### config.mk
export PLATFORM = sky130hd
export DESIGN_NAME = rom_programmer_flat
export DESIGN_NICKNAME = d
export VERILOG_FILES = /design/src/rtl/rom_programmer_pkg.sv /design/src/rtl/rom_programmer_if.sv /design/src/rtl/rom_programmer_bit_select.sv /design/src/rtl/rom_programmer.sv /design/src/flat_wrapper.sv
export SDC_FILE = /design/constraint.sdc
export NUM_CORES = 1
export LEC_CHECK = 0
export ABC_AREA = 1
export CAP_MARGIN = 20
export CORE_MARGIN = 4
export CORE_UTILIZATION = 52
export DETAILED_ROUTE_END_ITERATION = 8
export GPL_TIMING_DRIVEN = 0
export PLACE_DENSITY = 0.91
export SLEW_MARGIN = 30
export SYNTH_ARGS = -nofsm -noshare
export SYNTH_HDL_FRONTEND = slang
export SYNTH_SLANG_ARGS = --single-unit
### constraint.sdc
create_clock -name clk -period 5.7 [get_ports clk]
set_input_delay 1.14 -clock clk [delete_from_list [all_inputs] [get_ports clk]]
set_output_delay 1.14 -clock clk [all_outputs]
set_load 0.005 [all_outputs]
### src/rtl/rom_programmer_pkg.sv
// Shared constants and types for the 556PT4/556PT5 fuse-programming engine.
package rom_programmer_pkg;

    // V1..V4 operation bus codes (bit0 = V1 ... bit3 = V4)
    localparam logic [3:0] OP_OFF     = 4'b0000;
    localparam logic [3:0] OP_READ    = 4'b1100;
    localparam logic [3:0] OP_PROGRAM = 4'b0011;

    // Chip geometries, also used by the read path
    localparam int PT5_DATA_WIDTH    = 8;   // 556PT5 / 3604
    localparam int PT5_ADDRESS_WIDTH = 9;
    localparam int PT4_DATA_WIDTH    = 4;   // 556PT4 / 3601
    localparam int PT4_ADDRESS_WIDTH = 8;

    typedef enum logic [2:0] {
        IDLE,
        SETUP,
        SAMPLE,
        PULSE,
        RECOVER,
        DONE,
        ERROR
    } state_t;

    function automatic int max_int(input int a, input int b);
        return (a > b) ? a : b;
    endfunction

    // Width of a bit index into a word; never narrower than one bit
    function automatic int index_width(input int n);
        return (n > 1) ? $clog2(n) : 1;
    endfunction

endpackage

### src/rtl/rom_programmer_if.sv
// Host handshake plus programming-socket signals of the fuse programmer.
interface rom_programmer_if #(
    parameter int DATA_WIDTH    = rom_programmer_pkg::PT5_DATA_WIDTH,
    parameter int ADDRESS_WIDTH = rom_programmer_pkg::PT5_ADDRESS_WIDTH
);
    import rom_programmer_pkg::*;

    localparam int BIT_INDEX_WIDTH = index_width(DATA_WIDTH);

    // host side
    logic                       start;
    logic [ADDRESS_WIDTH-1:0]   address_in;
    logic [DATA_WIDTH-1:0]      data_in;
    logic                       ready;
    logic                       done;
    logic                       error;
    logic [BIT_INDEX_WIDTH-1:0] error_bit;

    // socket side
    logic [DATA_WIDTH-1:0]      data_line_in;
    logic [3:0]                 operation;
    logic [ADDRESS_WIDTH-1:0]   address_line;
    logic [DATA_WIDTH-1:0]      data_line_out;
    logic [DATA_WIDTH-1:0]      data_line_oe;

    // Host controller and socket model drive the engine through this view
    modport master (
        output start, address_in, data_in, data_line_in,
        input  ready, done, error, error_bit,
        input  operation, address_line, data_line_out, data_line_oe
    );

    // The programming engine itself
    modport slave (
        input  start, address_in, data_in, data_line_in,
        output ready, done, error, error_bit,
        output operation, address_line, data_line_out, data_line_oe
    );

endinterface

### src/rtl/rom_programmer_bit_select.sv
// Picks the next fuse to blow: lowest bit wanted by the target but not yet read back.
module prog_bit_select #(
    parameter int DATA_WIDTH  = 8,
    parameter int INDEX_WIDTH = 3
) (
    input  logic [DATA_WIDTH-1:0]  target_i,
    input  logic [DATA_WIDTH-1:0]  rb_i,
    output logic [INDEX_WIDTH-1:0] idx_o,
    output logic                   pending_o,
    output logic                   conflict_o
);

    logic [DATA_WIDTH-1:0] pending_bits;

    assign pending_bits = target_i & ~rb_i;
    assign pending_o    = |pending_bits;
    // a blown fuse cannot be restored, so any extra 1 is unrecoverable
    assign conflict_o   = |(rb_i & ~target_i);

    // Priority encoder: scanning downwards leaves the lowest set bit last
    always_comb begin
        idx_o = '0;
        for (int i = DATA_WIDTH - 1; i >= 0; i--) begin
            if (pending_bits[i]) begin
                idx_o = INDEX_WIDTH'(i);
            end
        end
    end

endmodule

### src/rtl/rom_programmer.sv
// Bit-serial fuse programmer: settle, sample, pulse the lowest missing bit, repeat.
module rom_programmer
    import rom_programmer_pkg::*;
#(
    parameter int DATA_WIDTH    = PT5_DATA_WIDTH,
    parameter int ADDRESS_WIDTH = PT5_ADDRESS_WIDTH,
    parameter int SETTLE_CYCLES = 16,
    parameter int PULSE_CYCLES  = 64,
    parameter int MAX_RETRIES   = 8
) (
    input  logic            clk,
    input  logic            reset,
    rom_programmer_if.slave bus
);

    localparam int BIT_INDEX_WIDTH = index_width(DATA_WIDTH);
    localparam int TIMER_WIDTH     = $clog2(max_int(SETTLE_CYCLES, PULSE_CYCLES) + 1);
    localparam int RETRY_WIDTH     = $clog2(MAX_RETRIES + 1);

    localparam logic [TIMER_WIDTH-1:0] SETTLE_LAST = TIMER_WIDTH'(SETTLE_CYCLES - 1);
    localparam logic [TIMER_WIDTH-1:0] PULSE_LAST  = TIMER_WIDTH'(PULSE_CYCLES - 1);
    localparam logic [RETRY_WIDTH-1:0] RETRY_LIMIT = RETRY_WIDTH'(MAX_RETRIES);

    state_t                     state_q,   state_d;
    logic [ADDRESS_WIDTH-1:0]   addr_q,    addr_d;
    logic [DATA_WIDTH-1:0]      target_q,  target_d;
    logic [BIT_INDEX_WIDTH-1:0] bit_q,     bit_d;
    logic [BIT_INDEX_WIDTH-1:0] err_bit_q, err_bit_d;
    logic [RETRY_WIDTH-1:0]     retry_q,   retry_d;
    logic [TIMER_WIDTH-1:0]     timer_q,   timer_d;

    logic [BIT_INDEX_WIDTH-1:0] sel_idx;
    logic                       sel_pending;
    logic                       sel_conflict;
    logic [RETRY_WIDTH-1:0]     retry_eff;

    logic                       ready_s;
    logic                       done_s;
    logic                       error_s;
    logic [3:0]                 operation_s;
    logic [DATA_WIDTH-1:0]      drive_s;

    // The readback is judged on the SAMPLE cycle itself, so the decision and the
    // capture of the chosen bit happen on the same edge.
    prog_bit_select #(
        .DATA_WIDTH  (DATA_WIDTH),
        .INDEX_WIDTH (BIT_INDEX_WIDTH)
    ) u_bit_select (
        .target_i   (target_q),
        .rb_i       (bus.data_line_in),
        .idx_o      (sel_idx),
        .pending_o  (sel_pending),
        .conflict_o (sel_conflict)
    );

    // Moving on to a different bit starts its pulse budget afresh
    assign retry_eff = (sel_idx != bit_q) ? '0 : retry_q;

    // State and datapath registers; reset drops the drivers without waiting for a clock
    always_ff @(posedge clk or posedge reset) begin
        if (reset) begin
            state_q   <= IDLE;
            addr_q    <= '0;
            target_q  <= '0;
            bit_q     <= '0;
            err_bit_q <= '0;
            retry_q   <= '0;
            timer_q   <= '0;
        end else begin
            state_q   <= state_d;
            addr_q    <= addr_d;
            target_q  <= target_d;
            bit_q     <= bit_d;
            err_bit_q <= err_bit_d;
            retry_q   <= retry_d;
            timer_q   <= timer_d;
        end
    end

    // Next state, phase timer, retry bookkeeping and job latching
    always_comb begin
        state_d   = state_q;
        addr_d    = addr_q;
        target_d  = target_q;
        bit_d     = bit_q;
        err_bit_d = err_bit_q;
        retry_d   = retry_q;
        timer_d   = timer_q + TIMER_WIDTH'(1);
        case (state_q)
            IDLE: begin
                timer_d = '0;
                if (bus.start) begin
                    state_d  = SETUP;
                    addr_d   = bus.address_in;
                    target_d = bus.data_in;
                    retry_d  = '0;
                    bit_d    = '0;
                end
            end
            SETUP: begin
                if (timer_q == SETTLE_LAST) begin
                    state_d = SAMPLE;
                    timer_d = '0;
                end
            end
            SAMPLE: begin
                timer_d = '0;
                if (sel_conflict) begin
                    state_d   = ERROR;
                    err_bit_d = '0;
                end else if (!sel_pending) begin
                    state_d = DONE;
                end else if (retry_eff == RETRY_LIMIT) begin
                    state_d   = ERROR;
                    err_bit_d = sel_idx;
                end else begin
                    state_d = PULSE;
                    bit_d   = sel_idx;
                    retry_d = retry_eff + RETRY_WIDTH'(1);
                end
            end
            PULSE: begin
                if (timer_q == PULSE_LAST) begin
                    state_d = RECOVER;
                    timer_d = '0;
                end
            end
            RECOVER: begin
                if (timer_q == SETTLE_LAST) begin
                    state_d = SAMPLE;
                    timer_d = '0;
                end
            end
            default: begin
                // DONE and ERROR last one cycle
                state_d = IDLE;
                timer_d = '0;
            end
        endcase
    end

    // Outputs decoded from state only, so drive and OP_PROGRAM switch on the same edge
    always_comb begin
        ready_s     = 1'b0;
        done_s      = 1'b0;
        error_s     = 1'b0;
        operation_s = OP_OFF;
        drive_s     = '0;
        case (state_q)
            IDLE:                   ready_s = 1'b1;
            SETUP, SAMPLE, RECOVER: operation_s = OP_READ;
            PULSE: begin
                operation_s = OP_PROGRAM;
                drive_s     = DATA_WIDTH'(1) << bit_q;
            end
            DONE:                   done_s = 1'b1;
            ERROR:                  error_s = 1'b1;
            default:                ready_s = 1'b0;
        endcase
    end

    assign bus.ready         = ready_s;
    assign bus.done          = done_s;
    assign bus.error         = error_s;
    assign bus.error_bit     = err_bit_q;
    assign bus.operation     = operation_s;
    assign bus.address_line  = addr_q;
    assign bus.data_line_out = drive_s;
    assign bus.data_line_oe  = drive_s;

endmodule

### src/flat_wrapper.sv
// flat-port wrapper written by rule: the top's interface ports become plain ports
module rom_programmer_flat import rom_programmer_pkg::*;
#(
    parameter int DATA_WIDTH    = PT5_DATA_WIDTH,
    parameter int ADDRESS_WIDTH = PT5_ADDRESS_WIDTH,
    parameter int SETTLE_CYCLES = 16,
    parameter int PULSE_CYCLES  = 64,
    parameter int MAX_RETRIES   = 8
)
  (clk, reset, bus_start, bus_address_in, bus_data_in, bus_data_line_in, bus_ready, bus_done, bus_error, bus_error_bit, bus_operation, bus_address_line, bus_data_line_out, bus_data_line_oe);
  rom_programmer_if #(.DATA_WIDTH(DATA_WIDTH), .ADDRESS_WIDTH(ADDRESS_WIDTH)) bus_i ();
  input  logic clk;
  input  logic reset;
  input wire logic [$bits(bus_i.start)-1:0] bus_start;
  input wire logic [$bits(bus_i.address_in)-1:0] bus_address_in;
  input wire logic [$bits(bus_i.data_in)-1:0] bus_data_in;
  input wire logic [$bits(bus_i.data_line_in)-1:0] bus_data_line_in;
  output wire logic [$bits(bus_i.ready)-1:0] bus_ready;
  output wire logic [$bits(bus_i.done)-1:0] bus_done;
  output wire logic [$bits(bus_i.error)-1:0] bus_error;
  output wire logic [$bits(bus_i.error_bit)-1:0] bus_error_bit;
  output wire logic [$bits(bus_i.operation)-1:0] bus_operation;
  output wire logic [$bits(bus_i.address_line)-1:0] bus_address_line;
  output wire logic [$bits(bus_i.data_line_out)-1:0] bus_data_line_out;
  output wire logic [$bits(bus_i.data_line_oe)-1:0] bus_data_line_oe;
  assign bus_i.start = bus_start;
  assign bus_i.address_in = bus_address_in;
  assign bus_i.data_in = bus_data_in;
  assign bus_i.data_line_in = bus_data_line_in;
  assign bus_ready = bus_i.ready;
  assign bus_done = bus_i.done;
  assign bus_error = bus_i.error;
  assign bus_error_bit = bus_i.error_bit;
  assign bus_operation = bus_i.operation;
  assign bus_address_line = bus_i.address_line;
  assign bus_data_line_out = bus_i.data_line_out;
  assign bus_data_line_oe = bus_i.data_line_oe;
  rom_programmer #(.DATA_WIDTH(DATA_WIDTH), .ADDRESS_WIDTH(ADDRESS_WIDTH), .SETTLE_CYCLES(SETTLE_CYCLES), .PULSE_CYCLES(PULSE_CYCLES), .MAX_RETRIES(MAX_RETRIES)) u_core (.clk(clk), .reset(reset), .bus(bus_i));
endmodule
== Word-level counts from Yosys, hierarchy flattened ==
Index checks and enable logic that the tools add are counted.

* Register bits: 37
* Bits of input ports: 28
* Output and inout port bits: 35
* Word-level logic and storage cells: 79

* Add/subtract/negate cells: 2
* Eq/ne operators: 16
* Shift operators: 1
* Multiplexer cells: 37
* Bitwise logic cells: 4
* Reduce and logical (&&, ||, !) cells: 12

{| class="wikitable"
|+ Operators with widths
! cell !! number
|-
| 3-bit 2-to-1 mux || 21
|-
| 4-bit 2-to-1 mux || 5
|-
| 8-bit AND || 2
|-
| 8-bit NOT || 2
|-
| 4-bit one-hot mux with 2 select lines || 2
|-
| 8-bit OR reduction || 2
|-
| 7-bit 2-to-1 mux || 2
|-
| 7-bit one-hot mux with 2 select lines || 1
|-
| 3-bit one-hot mux with 4 select lines || 1
|-
| 3-bit == test, second input constant || 3
|-
| 8-bit 2-to-1 mux || 1
|-
| 1-bit by 3-bit left shift with 8-bit output, first input constant || 1
|-
| 7-bit by 1-bit adder with 7-bit output, second input constant || 1
|-
| 7-bit by 4-bit == test with 1-bit output, second input constant || 1
|-
| 7-bit by 6-bit == test with 1-bit output, second input constant || 1
|-
| 3-bit by 2-bit == test with 1-bit output, second input constant || 2
|-
| 2-bit by 1-bit != test with 1-bit output, second input constant || 3
|-
| 2-bit != test, second input constant || 3
|-
| 3-bit one-hot mux with 2 select lines || 1
|-
| 3-bit AND reduction || 2
|-
| 2-bit nonzero test || 3
|-
| 5-bit AND reduction || 1
|-
| 4-bit by 1-bit adder with 4-bit output, second input constant || 1
|-
| 4-bit == test, second input constant || 1
|-
| other kinds (7) || 9
|}

== Longest topological paths before layout ==
Gate-level depths: netlist (run 1).

* Depth in word-level cells: 17
* Gate-level depth with buffers: 22
* Gate-level depth less buffers: 22

== Hierarchy ==
A second synthesis (run 1) with hierarchy kept.

* Cells, all modules: 303
* Area total of the unflattened synthesis: 2238.4 sq um

{| class="wikitable"
|+ By module, submodules not included
! module !! instances !! cells an instance !! area each (sq um) !! sequential area each (sq um)
|-
| rom_programmer || 1 || 263 || 2059.5 || 925.9
|-
| prog_bit_select || 1 || 40 || 178.9 || 0.0
|}

== Worst setup path after synthesis (run 1) ==
Ideal clock, no wire load.

* Path type: input to register
* From: input bus_data_line_in[6]
* To: register u_core.retry_q[3]
* Setup time: 117 ps
* Data arrival time: 2722 ps
* Data required time: 5583 ps
* Path slack: 2861 ps
* Stages on the path: 21
* Path buffers: 0
* Cell sequence: inv_1 nand2_1 nand2_1 nand2_1 nand2_1 nand2_1 nand2_1 nand2_1 nand2_1 nand2_1 nand3_4 inv_1 nand2_1 ha_1 inv_1 nor2_1 nand4_2 nand4_4 nand2_4 nand2_1 nand2_1

* Word-level cells in the longest chain between the ends: 16
* Elaborated cells between the ends (all ways): 24
* Those cells by class: add/sub: 1; eq/ne: 5; mux: 12; bitwise: 3; reduce/logical: 3

{| class="wikitable"
|+ RTL lines
! element !! RTL line !! RTL
|-
| from (decl) || flat_wrapper.sv:17 || <nowiki>input wire logic [$bits(bus_i.data_line_in)-1:0] bus_data_line_in;</nowiki>
|-
| 8-bit NOT || rom_programmer_bit_select.sv:15 || <nowiki>assign pending_bits = target_i & ~rb_i;</nowiki>
|-
| 8-bit AND || rom_programmer_bit_select.sv:15 ||
|-
| 3-bit 2-to-1 mux (7 in a row) || rom_programmer_bit_select.sv:24 || <nowiki>if (pending_bits[i]) begin</nowiki>
|-
| 3-bit != test || rom_programmer.sv:57 || <nowiki>assign retry_eff = (sel_idx != bit_q) ? '0 : retry_q;</nowiki>
|-
| 4-bit 2-to-1 mux || rom_programmer.sv:57 ||
|-
| 4-bit by 1-bit adder with 4-bit output || rom_programmer.sv:119 || <nowiki>retry_d = retry_eff + RETRY_WIDTH'(1);</nowiki>
|-
| 4-bit 2-to-1 mux || rom_programmer.sv:113 || <nowiki>end else if (retry_eff == RETRY_LIMIT) begin</nowiki>
|-
| 4-bit 2-to-1 mux || rom_programmer.sv:111 || <nowiki>end else if (!sel_pending) begin</nowiki>
|-
| 4-bit 2-to-1 mux || rom_programmer.sv:108 || <nowiki>if (sel_conflict) begin</nowiki>
|-
| 4-bit one-hot mux with 2 select lines || rom_programmer.sv:89 || <nowiki>case (state_q)</nowiki>
|-
| to (signal assigned) || rom_programmer.sv:75 || <nowiki>retry_q <= retry_d;</nowiki>
|-
| to (decl) || rom_programmer.sv:29 || <nowiki>logic [RETRY_WIDTH-1:0] retry_q, retry_d;</nowiki>
|}

Several ways; a longest one is shown, not always the timed one. The select of a mux whose other input is x is not followed.
A chain may end at the register's enable or synchronous reset.

== Worst setup path after layout (run 1) ==
* From: register u_core.state_q[0]
* To: output bus_data_line_out[2]

* Word-level cells in the longest chain between the ends: 2

{| class="wikitable"
|+ RTL lines
! element !! RTL line !! RTL
|-
| from (decl) || rom_programmer.sv:24 || <nowiki>state_t state_q, state_d;</nowiki>
|-
| from (signal assigned) || rom_programmer.sv:70 || <nowiki>state_q <= state_d;</nowiki>
|-
| 3-bit by 2-bit == test with 1-bit output || rom_programmer.sv:149 || <nowiki>case (state_q)</nowiki>
|-
| 8-bit 2-to-1 mux || rom_programmer.sv:149 ||
|-
| to (decl) || flat_wrapper.sv:24 || <nowiki>output wire logic [$bits(bus_i.data_line_out)-1:0] bus_data_line_out;</nowiki>
|}

No other way between the ends.

==> reports/qor.log, run 1 <==
INFO  synthesis      dominantRegCellSynth=dfrtp_1
INFO  setup_path     rrSetupSlack=3.36ns
INFO  global_routing grt_antenna_before_repair=0
INFO  sta            final_hold_vio_count=0
INFO  clock_tree     cts_post_setup_buffers_inserted=0
INFO  finish         drive_above_1_share=23.1%
INFO  drt            wirelength=5.05mm
INFO  floorplanning  number_of_primary_i_o_pins=63
INFO  clock_tree     ctsResizeCount=0
INFO  setup_path     reg2regPathDepth=21
INFO  synthesis      most_area_hungry_cell_type_in_the_yosys_netlist=dfrtp_1
INFO  drt            average_wire_length_per_cell_after_detail_routing=12.9microns
INFO  sta            finalWorstPathRequiredPeriod=3.44ns
INFO  setup_path     crit-reg2reg-capture=u_core.retry_q[3]$_DFFE_PP0P_
INFO  placement      numPortBuffers=62
INFO  drt            number_of_vias_in_the_routed_layout=1962
INFO  floorplanning  dieArea=5460squm
INFO  floorplanning  die_y=73.9microns
INFO  finish         diodes=0
INFO  min_path       hold_path_depth=1
INFO  synthesis      async_reset_ff_share=100%
INFO  clock_tree     clk_transition_reported_paths=0.08ns
INFO  clock_tree     clock_sinks=37
INFO  setup_path     cp-end-kind=output pin
INFO  synthesis      synth.area.top_cells=dfrtp_1 41%, nand2_1 11%, mux2_2 8.0%
INFO  finish         area_growth_syn_to_layout=35.4%
INFO  floorplanning  fp.coreArea=4090squm
INFO  global_routing gr-total-overflow=0
INFO  sta            fin_crit_sh=60.4%
INFO  synthesis      yosys_warnings=0
INFO  sta            setup_total_negative_slack=0ns
INFO  setup_path     critPathKind=flop to output pin
INFO  synthesis      synth-seq-cells=37
INFO  clock_tree     cts_root_buffer=clkbuf_8
INFO  min_path       worstHoldPathType=flop to flop
INFO  sta            slew_violations=0
INFO  finish         final_nets=372
INFO  setup_path     worst_ep_arrival_time=2.30ns
INFO  synthesis      post-synth-top-area-fraction=41.0%
INFO  sta            skew=0.00488ns
INFO  placement      dp_hpwl=3.85mm
INFO  min_path       worst_hold_path.endpoint=u_core.timer_q[0]$_DFF_PP0_
INFO  run            cap_violations=0
INFO  pwr            worst_ir_drop_vdd=276uV
INFO  clock_tree     cts.path.max_buffers=2
INFO  synthesis      synth_cell_types=34
INFO  sta            grt_setup_unrepaired=false
INFO  sta            clock.fmax=0.290GHz
INFO  clock_tree     htree_levels=2
INFO  floorplanning  rows=23
INFO  finish         final_design_area_no_fill=3050squm
INFO  global_routing grt_first_pass_wirelength=8.56mm
INFO  clock_tree     cts_tree=built
INFO  setup_path     cp_max_fo=7
INFO  sta            setup_viol=0
INFO  placement      placement.cell_area=2940squm
INFO  synthesis      synthMostInstantiatedCell=nand2_1
INFO  drt            drc_errors=0
INFO  synthesis      synth_enable_flop_cells=0
INFO  synthesis      seq_area_frac_synth=41.0%
INFO  sta            transition_at_the_pin_with_the_smallest_max_transition_slack=0.751ns
INFO  clock_tree     cts_hold_buffers=0
INFO  floorplanning  floorplan.initialDensity=55.2%
INFO  status         run_status=completed
INFO  drt            detail_route.first_pass.iterations=4
INFO  global_routing grt_max_degree=38
INFO  setup_path     worstPathRequired=4.56ns
INFO  global_routing globalRouteTotalUtil=20.4%
INFO  min_path       holdCritStartpoint=u_core.timer_q[0]$_DFF_PP0_
INFO  floorplanning  die_width=73.9microns
INFO  pwr            power-per-cell-area=449nW/um^2
INFO  synthesis      synthesis.instances=272
INFO  pwr            p_leak=1.44nW
INFO  synthesis      mean_post_synth_cell_area=8.29squm
INFO  clock_tree     cts-buffers-inserted=5
INFO  setup_path     launch_point_of_the_worst_reg_to_reg_path=u_core.target_q[7]$_DFFE_PP0P_
INFO  synthesis      netlist_top_cells_count=64 x nand2_1, 37 x dfrtp_1, 30 x inv_1, 30 x nor2_1, 19 x nand3_1
INFO  drt            ant_nets=0
INFO  drt            drt_iter0_markers=146
INFO  drt            route.detailed.vias_per_inst=5.01
INFO  setup_path     launch_point_of_the_critical_path=u_core.state_q[0]$_DFFE_PP0P_
INFO  synthesis      syn-num-nets=303
INFO  placement      place_congestion=0.874
INFO  sta            timing.max_slew.rel_slack=49.8%
INFO  global_routing grt_pass1_vias=1989
INFO  synthesis      post_synth_instance_area=2260squm
INFO  setup_path     setup.worst_path.start_class=flop
INFO  clock_tree     clk_latency=0.30ns
==> placed cells by master (no fill, tap or decap), types with 2 or more instances in the layout <==
| cell type | n |
|---|---|
| nand2_1 | 64 |
| clkdlybuf4s50_1 | 62 |
| dfrtp_1 | 37 |
| nor2_1 | 30 |
| inv_1 | 29 |
| nand3_1 | 19 |
| mux2_2 | 16 |
| nand2_2 | 14 |
| inv_2 | 10 |
| buf_4 | 10 |
| a21oi_1 | 5 |
| clkbuf_8 | 5 |
| nand2_4 | 4 |
| o22ai_1 | 4 |
| nor2_4 | 3 |
| ha_1 | 3 |
| o21ai_2 | 2 |
| nor2_2 | 2 |
| buf_2 | 2 |
| xor2_1 | 2 |
==> critical path, cell delays in order (launching register included) <==
cell             delay, ns
dfrtp_1               0.47
inv_2                 0.07
nor3_2                0.45
nand2_1               0.21
nor2_1                0.18
buf_4                 0.13
clkdlybuf4s50_1       0.49
==> kinds of logic (layout without fill, tap and decap cells) <==
group                    after synthesis  in the layout  share of synthesized area, %
multiplexers                          16             16                          7.99
buffers and inverters                 51            121                          10.3
adder cells (fa/ha/maj)                3              3                          1.66
flip-flops                            37             37                          41.0
XOR/XNOR                               3              3                          1.16
AND/OR/NAND/NOR                      147            147                          33.7
AO/OA/AOI/OAI                         15             15                          4.16
==> per-stage QoR <==
step,utilization [%],instances,hold WS (ns),power (mW),setup slack [ns]
2_1_floorplan,-,272,0.433,0.891,2.86
3_3_place_gp,71.9,384,0.450,1.11,2.22
3_5_place_dp,71.9,384,0.454,1.14,2.17
4_1_cts,74.7,392,0.464,1.38,2.24
5_1_grt,74.7,392,0.488,1.48,2.04
6_report,74.7,392,0.470,1.37,2.26
==> how the worst max path moves through the flow <==
stage                                                to  slack [ns]  depth (start not counted)
final                              bus_data_line_out[2]        2.26                          6
after global routing               bus_data_line_out[6]        2.04                          6
after CTS                          bus_data_line_out[2]        2.24                          6
after detailed placement  u_core.retry_q[3]$_DFFE_PP0P_        2.17                         21
after global placement    u_core.retry_q[3]$_DFFE_PP0P_        2.22                         21
after floorplan           u_core.retry_q[3]$_DFFE_PP0P_        2.86                         21
==> power by group <==
part | total, mW | internal (mW) | switching (mW)
sequential | 0.436 | 0.358 | 0.0783
clock | 0.234 | 0.131 | 0.103
combinational | 0.701 | 0.334 | 0.367
==> routing by layer <==
| layer | track usage (%) | vias to the layer above | share of wire (%) |
|---|---|---|---|
| li1 | - | 987 | - |
| met1 | 23.0 | 904 | 39 |
| met2 | 35.6 | 58 | 51 |
| met3 | 6.16 | 13 | 6.9 |
| met4 | 8.25 | 0 | 2.6 |
| met5 | 0 | - | 0 |
==> state kept, by name, summed over array words and instances (netlist names) <==
| signal | count |
|---|---|
| u_core.retry_q | 4 |
| u_core.state_q | 3 |
| u_core.bus.address_line | 9 |
| u_core.bus.error_bit | 3 |
| u_core.timer_q | 7 |
| u_core.bit_q | 3 |
| u_core.target_q | 8 |
==> area by class of cell <==
| type | instances | area [sq um] |
|---|---|---|
| clock buffer | 5 | 68.8 |
| timing repair buffer | 62 | 621 |
| buffer | 12 | 85.1 |
| multi-input combinational | 184 | 1100 |
| fill | 288 | 1030 |
| sequential | 37 | 926 |
| inverter | 39 | 146 |
| clock inverter | 3 | 46.3 |
| tap | 50 | 62.6 |
Power figures use the tool's default switching activity.
==> inputs of run 2 (changes only) <==
CORE_UTILIZATION = 43   (was 52)
PLACE_DENSITY = 0.81   (was 0.91)
clock period = 3.08 ns   (was 5.7 ns; I/O delays follow)
==> reports/qor.log, run 2 (synthesis results as in run 1) <==
INFO  status         run_status=completed
INFO  finish         most-common-layout-cells=64 x nand2_1, 62 x clkdlybuf4s50_1, 37 x dfrtp_1, 30 x nor2_1, 29 x inv_1
INFO  placement      place_congestion=0.798
INFO  drt            detail_route.first_pass.iterations=4
INFO  floorplanning  die_width=80.4microns
INFO  min_path       worstHoldPathType=flop to flop
INFO  pwr            power-per-cell-area=802nW/um^2
INFO  finish         final_nets=372
INFO  sta            setup_viol=0
INFO  pwr            power_switching_share=40.5%
INFO  placement      numPortBuffers=62
INFO  pwr            pwr-share-comb=52.7%
INFO  run            cap_violations=0
INFO  finish         diodes=0
INFO  global_routing globalRouteTotalUtil=17.0%
INFO  floorplanning  floorplan.initialDensity=44.2%
INFO  clock_tree     clock_sinks=37
INFO  setup_path     cp-end-kind=flop
INFO  setup_path     setup.worst_path.start_class=input pin
INFO  sta            setup_total_negative_slack=0ns
INFO  finish         area_growth_syn_to_layout=35.9%
INFO  finish         flip_flop_count_of_the_largest_register_after_layout=9
INFO  clock_tree     htree_levels=2
INFO  floorplanning  rows=26
INFO  setup_path     critical-path-slowest-cell=clkdlybuf4s50_1
INFO  sta            skew=0.00597ns
INFO  sta            fin_crit_sh=90.9%
INFO  drt            drt_iter0_markers=93
INFO  setup_path     worst_ep_arrival_time=2.98ns
INFO  drt            average_wire_length_per_cell_after_detail_routing=12.0microns
INFO  pwr            worst_ir_drop_vdd=519uV
INFO  setup_path     worstPathRequired=3.26ns
INFO  pwr            internal-power=1.46mW
INFO  drt            wirelength=4.95mm
INFO  floorplanning  dieArea=6470squm
INFO  finish         non_filler_instances=412
INFO  pwr            p_leak=1.44nW
INFO  global_routing grt_antenna_before_repair=0
INFO  sta            slew_violations=0
INFO  clock_tree     cts-buffers-inserted=5
INFO  global_routing grt_first_pass_wirelength=8.57mm
INFO  sta            grt_setup_unrepaired=false
INFO  global_routing grt_max_degree=38
INFO  setup_path     delay_of_the_slowest_cell_on_the_worst_path=0.53ns
INFO  pwr            power.clock.fraction=14.6%
INFO  sta            timing.max_slew.rel_slack=49.2%
INFO  pwr            power_frac_seq=32.7%
INFO  clock_tree     cts_post_setup_buffers_inserted=0
INFO  pwr            power_switching=996uW
INFO  floorplanning  fp.coreArea=5110squm
INFO  sta            transition_at_the_pin_with_the_smallest_max_transition_slack=0.761ns
INFO  setup_path     crit_path_cell_trace=clkdlybuf4s50_1 -> nor2_1 -> nand2_1 -> nand2_1 -> nand2_1 -> nand2_1 -> nand2_1 -> nand2_1 -> nand2_1 -> nand2_1 -> nand3_4 -> inv_1 -> nand2_1 -> ha_1 -> inv_1 -> nor2_1 -> nand4_2 -> nand4_4 -> nand2_4 -> nand2_1 -> nand2_1
INFO  sta            clock.fmax=0.357GHz
INFO  setup_path     cp_max_fo=8
INFO  setup_path     critical-path-top-cell-by-count=nand2_1
INFO  clock_tree     cts.path.max_buffers=2
INFO  drt            number_of_vias_in_the_routed_layout=1930
INFO  finish         drive_above_1_share=23.1%
INFO  clock_tree     cts_root_buffer=clkbuf_8
INFO  drt            route.detailed.vias_per_inst=4.68
INFO  drt            ant_nets=0
INFO  floorplanning  number_of_primary_i_o_pins=63
INFO  sta            finalWorstPathRequiredPeriod=2.80ns
INFO  finish         most_common_cell_after_layout_fill_and_taps_aside=nand2_1
INFO  clock_tree     clk_transition_reported_paths=0.07ns
INFO  clock_tree     cts_tree=built
INFO  drt            drc_errors=0
INFO  sta            final_hold_vio_count=0
INFO  floorplanning  die_y=80.4microns
INFO  clock_tree     clk_latency=0.29ns
INFO  setup_path     critPathKind=input pin to flop
INFO  placement      dp_hpwl=3.93mm
INFO  placement      dp.cells=404
INFO  global_routing gr-total-overflow=0
INFO  global_routing grt_pass1_vias=1992
-- run 2: cell types whose count changed in the layout (fill, tap and decap cells not counted), sizes merged --
cell      previous run  this run
bufinv               1         0
clkbuf               5         6
clkinv               1         2
clkinvlp             1         0
-- run 2: critical path, delay by kind of cell --
family | cells | cell delay, ns
fa+ha+maj | 1 | 0.15
buf+inv | 3 | 0.63
simple gates | 17 | 1.58
-- run 2: metrics by stage --
stage	power [mW]	utilization, %	hold slack (ns)	instance area, sq um	setup WS, ns
6_report	2.46	60.0	0.458	3070	0.280
3_3_place_gp	2.07	58.0	0.449	2960	0.103
3_5_place_dp	2.11	58.0	0.458	2960	0.0348
4_1_cts	2.47	59.9	0.466	3060	0.142
5_1_grt	2.67	60.0	0.501	3070	0.0253
2_1_floorplan	1.65	-	0.433	2260	0.765
-- run 2: final timing paths --
kind / start / endpoint / slack (ns) / cells after the start
setup reg to reg: u_core.target_q[7]$_DFFE_PP0P_ / u_core.retry_q[3]$_DFFE_PP0P_ / 0.69 / 21
hold / removal: u_core.timer_q[0]$_DFF_PP0_ / u_core.timer_q[0]$_DFF_PP0_ / 0.46 / 1
hold reg to reg: u_core.timer_q[0]$_DFF_PP0_ / u_core.timer_q[0]$_DFF_PP0_ / 0.46 / 1
min in group asynchronous: reset / u_core.bus.address_line[1]$_DFFE_PP0P_ / 0.79 / 2
max in group asynchronous: reset / u_core.timer_q[1]$_DFF_PP0_ / 1.80 / 2
setup / recovery: bus_data_line_in[7] / u_core.retry_q[3]$_DFFE_PP0P_ / 0.28 / 21
-- run 2: layout make-up --
cell class,count,area [sq um]
Timing Repair Buffer,62,621
Multi-Input combinational cell,184,1100
Clock buffer,6,82.6
Buffer,12,85.1
Tap cell,70,87.6
Inverter,39,146
Sequential cell,37,926
Fill cell,452,2040
Clock inverter,2,13.8
-- run 2: per-layer routing --
metal | up-vias | part of all wire [%] | global-route usage (%)
li1 | 988 | - | -
met1 | 890 | 41 | 18.9
met2 | 44 | 51 | 30.0
met3 | 8 | 6.0 | 5.83
met4 | 0 | 1.7 | 5.91
met5 | - | 0 | 0
-- run 2: timing repair --
item                       CTS  global route
hold buffers                 0             0
hold endpoints to repair     0             0
resized for setup            0             1
setup endpoints to repair    0             8
-- run 2: power groups by stage --
stage / sequential (mW) / combinational [mW] / clock, mW
detailed placement: 0.815 / 1.29 / 0
CTS: 0.805 / 1.30 / 0.366
floorplan: 0.793 / 0.857 / 0
global route: 0.830 / 1.45 / 0.390
finish: 0.804 / 1.29 / 0.360
global placement: 0.802 / 1.27 / 0
==> edit 1 (flow settings as in run 2) <==
Make the reset (`reset`) synchronous in one clocked block.
--- a/src/rtl/rom_programmer.sv
+++ b/src/rtl/rom_programmer.sv
@@ -58,5 +58,5 @@
 
     // State and datapath registers; reset drops the drivers without waiting for a clock
-    always_ff @(posedge clk or posedge reset) begin
+    always_ff @(posedge clk) begin
         if (reset) begin
             state_q   <= IDLE;
Formal check against the unedited RTL: differs if reset is asserted again (counterexample within 4 cycles, from zero or initial values and one cycle with reset high); with reset held inactive, the same outputs for 10 cycles.
==> edit 1 against run 2 <==
  * Sequential power is 21% lower
  * Sequential cell count did not move
  * Combinational power down 27%
  * Critical path depth is 14 lower
  * Highest routed layer unchanged
  * Routed wire length down 3.1%
  * Total power is 15% lower
  * Clock skew is 0.0015 ns higher
  * Synthesized area fell by 7.3%
  * Cell area is 4.7% lower
  * Worst setup slack got worse by 0.024 ns
  * Non-clock buffer count grew 4
==> edit 1: results (changes against run 2) <==
Parameter                              Value

Logic synthesis
  Post-Synthesis Net Count    346 (+14%)
  Library cells used by synthesis    35 (+2.9%)
  Average size of a mapped cell    6.637 um^2 (-20%)
  XOR/XNOR Fraction of Synth Area    1.257% (+0.092 points)
  Area contributors post-synth    sky130_fd_sc_hd__dfxtp_1 (35%), sky130_fd_sc_hd__nand2_1 (15%), sky130_fd_sc_hd__nor2_1 (7.5%), sky130_fd_sc_hd__nand3_1 (6.5%), sky130_fd_sc_hd__a21oi_1 (6.0%)
  Sequential cell area fraction in the yosys report    35.43% (-5.6 points)
  Post-synthesis share of cell area spent on full adders, half adders and majority gates    1.795% (+0.13 points)
  Compound-cell area share of the yosys netlist    10.29% (+6.1 points)
  Post-synthesis mux area share    0% (-8.0 points)
  Share of flip-flops with an asynchronous set or reset after synthesis    0% (-100 points)

Detailed routing
  Amount of wire on met2 after detailed routing    2292 um (-9.8%)
  Amount of wire on met3 after detailed routing    291 um (-2.0%)
  Routed metal-1 wirelength    2148 um (+6.1%)
  DRC marker count from the first detailed-route iteration    80 (-14%)

Critical path
  Slowest stage delay, CP    0.48 ns (-0.05 ns)
  Reg-to-reg endpoint    u_core.bit_q[0]
  Critical path peak fanout    7 (-1)
  Setup slack on the worst flop-to-flop path    0.77 ns (+0.08 ns)

Run status
  Status    completed

Cells and area
  Total Nets Final    414 (+11%)
  Fraction of layout instances using a drive strength above 1    11.72% (-11 points)
  Clock network area share    4.579% (+1.4 points)
  Number of sequential cells    37 (unchanged)
  Number of standard cells in the final layout excluding fillers    451 (+9.5%)
  Inverter count of the layout excluding clock inverters    36 (-7.7%)
  Final-layout non-clock buffer area share    24.39% (+1.4 points)
  Fraction of area in registers    25.33% (-4.9 points)
  # clk buffers    5 (-1)

Pwr
  Share of total power consumed by net switching    38.68% (-1.8 points)
  Largest voltage drop on the vdd net    462.3 uV (-11%)

STA
  Final worst clock skew    0.007443 ns (+0.001468 ns)
  Worst Setup Slack, final    0.2569 ns (-0.02351 ns)
  Transition time at the pin with the least slew margin    0.5140 ns (-0.2472 ns)

Global routing
  Maximum number of pins on one net before global-route repair    13 (-66%)
  GR Util met1    19.76% (+0.86 points)
  Met3 layer usage reported by global route    4.640% (-1.2 points)
  Wire length of the first global-routing pass    8404 um (-1.9%)
  Fraction of met2 tracks used by global routing    29.62% (-0.34 points)

Worst hold path
  Min-Delay Startpoint    u_core.timer_q[0]

Placed design
  Instance area at placement    2785 um^2 (-6.0%)
  # placed instances    443 (+9.7%)
  RD Place Congestion    0.8263 (+3.6%)
==> edit 1: changes by cell type in the layout (fill, tap and decap cells not counted), moves of 7 or more <==
cell                      delta
sky130_fd_sc_hd__nand3_1     +8
sky130_fd_sc_hd__inv_2       -7
sky130_fd_sc_hd__a21oi_1    +20
sky130_fd_sc_hd__dfrtp_1    -37
sky130_fd_sc_hd__nand2_1    +22
sky130_fd_sc_hd__dfxtp_1    +37
sky130_fd_sc_hd__mux2_2     -16
sky130_fd_sc_hd__nand2_2     -7
sky130_fd_sc_hd__nor2_1     +12
==> edit 1: worst max-delay path by stage <==
stage,end,cells past startpoint,startpoint
floorplan,u_core.retry_q[2],20,bus_data_line_in[0]
global placement,u_core.bit_q[0],21,bus_data_line_in[0]
detailed placement,u_core.bit_q[2],21,bus_data_line_in[0]
CTS,bus_data_line_out[6],7,u_core.state_q[1]
global route,u_core.bit_q[0],21,bus_data_line_in[3]
finish,bus_data_line_out[2],7,u_core.state_q[1]
==> edit 1: cells by family after synthesis <==
| kind of cell | count (synthesis) |
|---|---|
| xor gates and xnor gates | 3 |
| DFF | 37 |
| AOI/OAI and AO/OA | 37 |
| and+or+nand+nor | 182 |
| buffers and inverters | 53 |
| adders and majority gates | 3 |
==> edit 1: power groups by stage <==
| stage | Sequential, mW | Clock [mW] | Combinational (mW) |
|---|---|---|---|
| global route | 0.648 | 0.527 | 1.08 |
| global placement | 0.643 | 0 | 0.934 |
| detailed placement | 0.645 | 0 | 0.948 |
| floorplan | 0.635 | 0 | 0.664 |
| finish | 0.635 | 0.500 | 0.943 |
| CTS | 0.635 | 0.508 | 0.953 |
==> edit 1: worst max-delay path, delay by kind of cell (launching register included) <==
kind,cells,cell delay (ns)
buffers and inverters,4,0.86
AND/OR/NAND/NOR,3,0.75
flip-flops,1,0.31
==> edit 2 (settings of run 2) <==
Made on the original files. `MAX_RETRIES` is set to 8 in 2 places; all go to 32.
--- a/src/rtl/rom_programmer.sv
+++ b/src/rtl/rom_programmer.sv
@@ -7,5 +7,5 @@
     parameter int SETTLE_CYCLES = 16,
     parameter int PULSE_CYCLES  = 64,
-    parameter int MAX_RETRIES   = 8
+    parameter int MAX_RETRIES   = 32
 ) (
     input  logic            clk,
--- a/src/flat_wrapper.sv
+++ b/src/flat_wrapper.sv
@@ -6,5 +6,5 @@
     parameter int SETTLE_CYCLES = 16,
     parameter int PULSE_CYCLES  = 64,
-    parameter int MAX_RETRIES   = 8
+    parameter int MAX_RETRIES   = 32
 )
   (clk, reset, bus_start, bus_address_in, bus_data_in, bus_data_line_in, bus_ready, bus_done, bus_error, bus_error_bit, bus_operation, bus_address_line, bus_data_line_out, bus_data_line_oe);
Function: same outputs for any inputs over 10 cycles, from zero or initial values and one cycle with reset high; that may be too few to reach the edited logic, so the function may still have changed.
==> edit 2 against run 2 <==
  * Clock power is 4% lower
  * Worst setup slack better by 0.016 ns
  * Routed wire length grew 2.9%
  * Combinational power shrank 11%
  * Worst hold slack gained 0.0065 ns
  * Cell area up 1.4%
  * Register-to-register slack better by 0.04 ns
  * Via count up 6.6%
  * Non-clock buffer count is 3 higher
  * Synthesized area increased by 1.4%
  * Total power decreased by 6.8%
  * Sequential cell count is 2 higher
  * First-iteration DRC count shrank 1.1%
  * Largest power group unchanged
==> edit 2: results (changes against run 2) <==
Parameter                              Value

Detailed routing
  Via/cell ratio    4.829 (+3.1%)
  DRC marker count from the first detailed-route iteration    92 (-1.1%)
  Amount of wire on met3 after detailed routing    382 um (+29%)
  Routed metal-1 wirelength    2119 um (+4.6%)

Global routing
  All-Layer GR Usage    16.84% (-0.14 points)
  Wire length of the first global-routing pass    8638 um (+0.81%)
  Maximum number of pins on one net before global-route repair    24 (-37%)
  Via count of the first global-routing pass    2078 (+4.3%)

STA
  Final worst clock skew    0.006435 ns (+0.0004602 ns)
  Transition time at the pin with the least slew margin    0.4034 ns (-0.3577 ns)

Placed design
  Instance area at placement    3024 um^2 (+2.0%)
  Hpwl dp    4114 um (+4.8%)
  Worst setup slack after placement    0.02467 ns (-0.01016 ns)

Run status
  Status    completed

Critical path
  Setup slack on the worst flop-to-flop path    0.73 ns (+0.04 ns)
  Slowest stage delay, CP    0.47 ns (-0.06 ns)
  Start point of the critical path    bus_data_line_in[0]
  Reg-to-reg endpoint    u_core.retry_q[5]
  Crit Reg-Reg Startpoint    u_core.target_q[0]
  Number of cell instances on the worst register-to-register path    19 (-9.5%)

Pwr
  Total power per unit cell area    736.8 nW/um^2 (-8.1%)
  Largest voltage drop on the vdd net    420.8 uV (-19%)

Logic synthesis
  Area contributors post-synth    sky130_fd_sc_hd__dfrtp_1 (43%), sky130_fd_sc_hd__nand2_1 (10%), sky130_fd_sc_hd__mux2_2 (7.9%), sky130_fd_sc_hd__inv_1 (6.7%), sky130_fd_sc_hd__nor2_1 (5.9%)
  Average size of a mapped cell    8.030 um^2 (-3.2%)

Cells and area
  Fraction of layout instances using a drive strength above 1    17.98% (-5.1 points)
  Total Nets Final    386 (+3.8%)
  Number of standard cells in the final layout excluding fillers    426 (+3.4%)
-- edit 2: cell type report --
class	count	area share, %
multi-input combinational	187	33.40
sequential	39	31.39
timing repair buffer	63	20.85
inverter	45	5.433
buffer	14	3.380
tap	70	2.817
clock buffer	6	2.334
clock inverter	2	0.4024
-- edit 2: worst min-delay path by stage --
stage / startpoint / endpoint / slack [ns] / cells after the start
after floorplan: u_core.timer_q[0] / u_core.timer_q[0] / 0.43 / 1
after global placement: u_core.timer_q[0] / u_core.timer_q[0] / 0.45 / 1
after detailed placement: u_core.timer_q[0] / u_core.timer_q[0] / 0.46 / 1
after CTS: u_core.timer_q[0] / u_core.timer_q[0] / 0.47 / 1
after global routing: u_core.timer_q[0] / u_core.timer_q[0] / 0.50 / 1
final: u_core.timer_q[0] / u_core.timer_q[0] / 0.46 / 1
-- edit 2: power breakdown --
group | internal, mW | switching [mW] | total [mW]
clock network | 0.158 | 0.187 | 0.345
registers | 0.681 | 0.113 | 0.794
logic | 0.565 | 0.587 | 1.15
-- edit 2: layer usage --
| layer | up-vias | track usage [%] |
|---|---|---|
| met4 | 0 | 4.730 |
| met3 | 6 | 4.989 |
| met1 | 956 | 18.32 |
| met2 | 62 | 31.44 |
| met5 | - | 0 |
| li1 | 1033 | - |
-- edit 2: cells by family after synthesis --
group	Yosys count	share of synthesized area, %
AOI/OAI and AO/OA	28	7.163
xor gates and xnor gates	2	0.7656
adders and majority gates	3	1.640
buffers and inverters	59	11.97
DFF	39	42.65
muxes	16	7.873
and+or+nand+nor	138	27.94
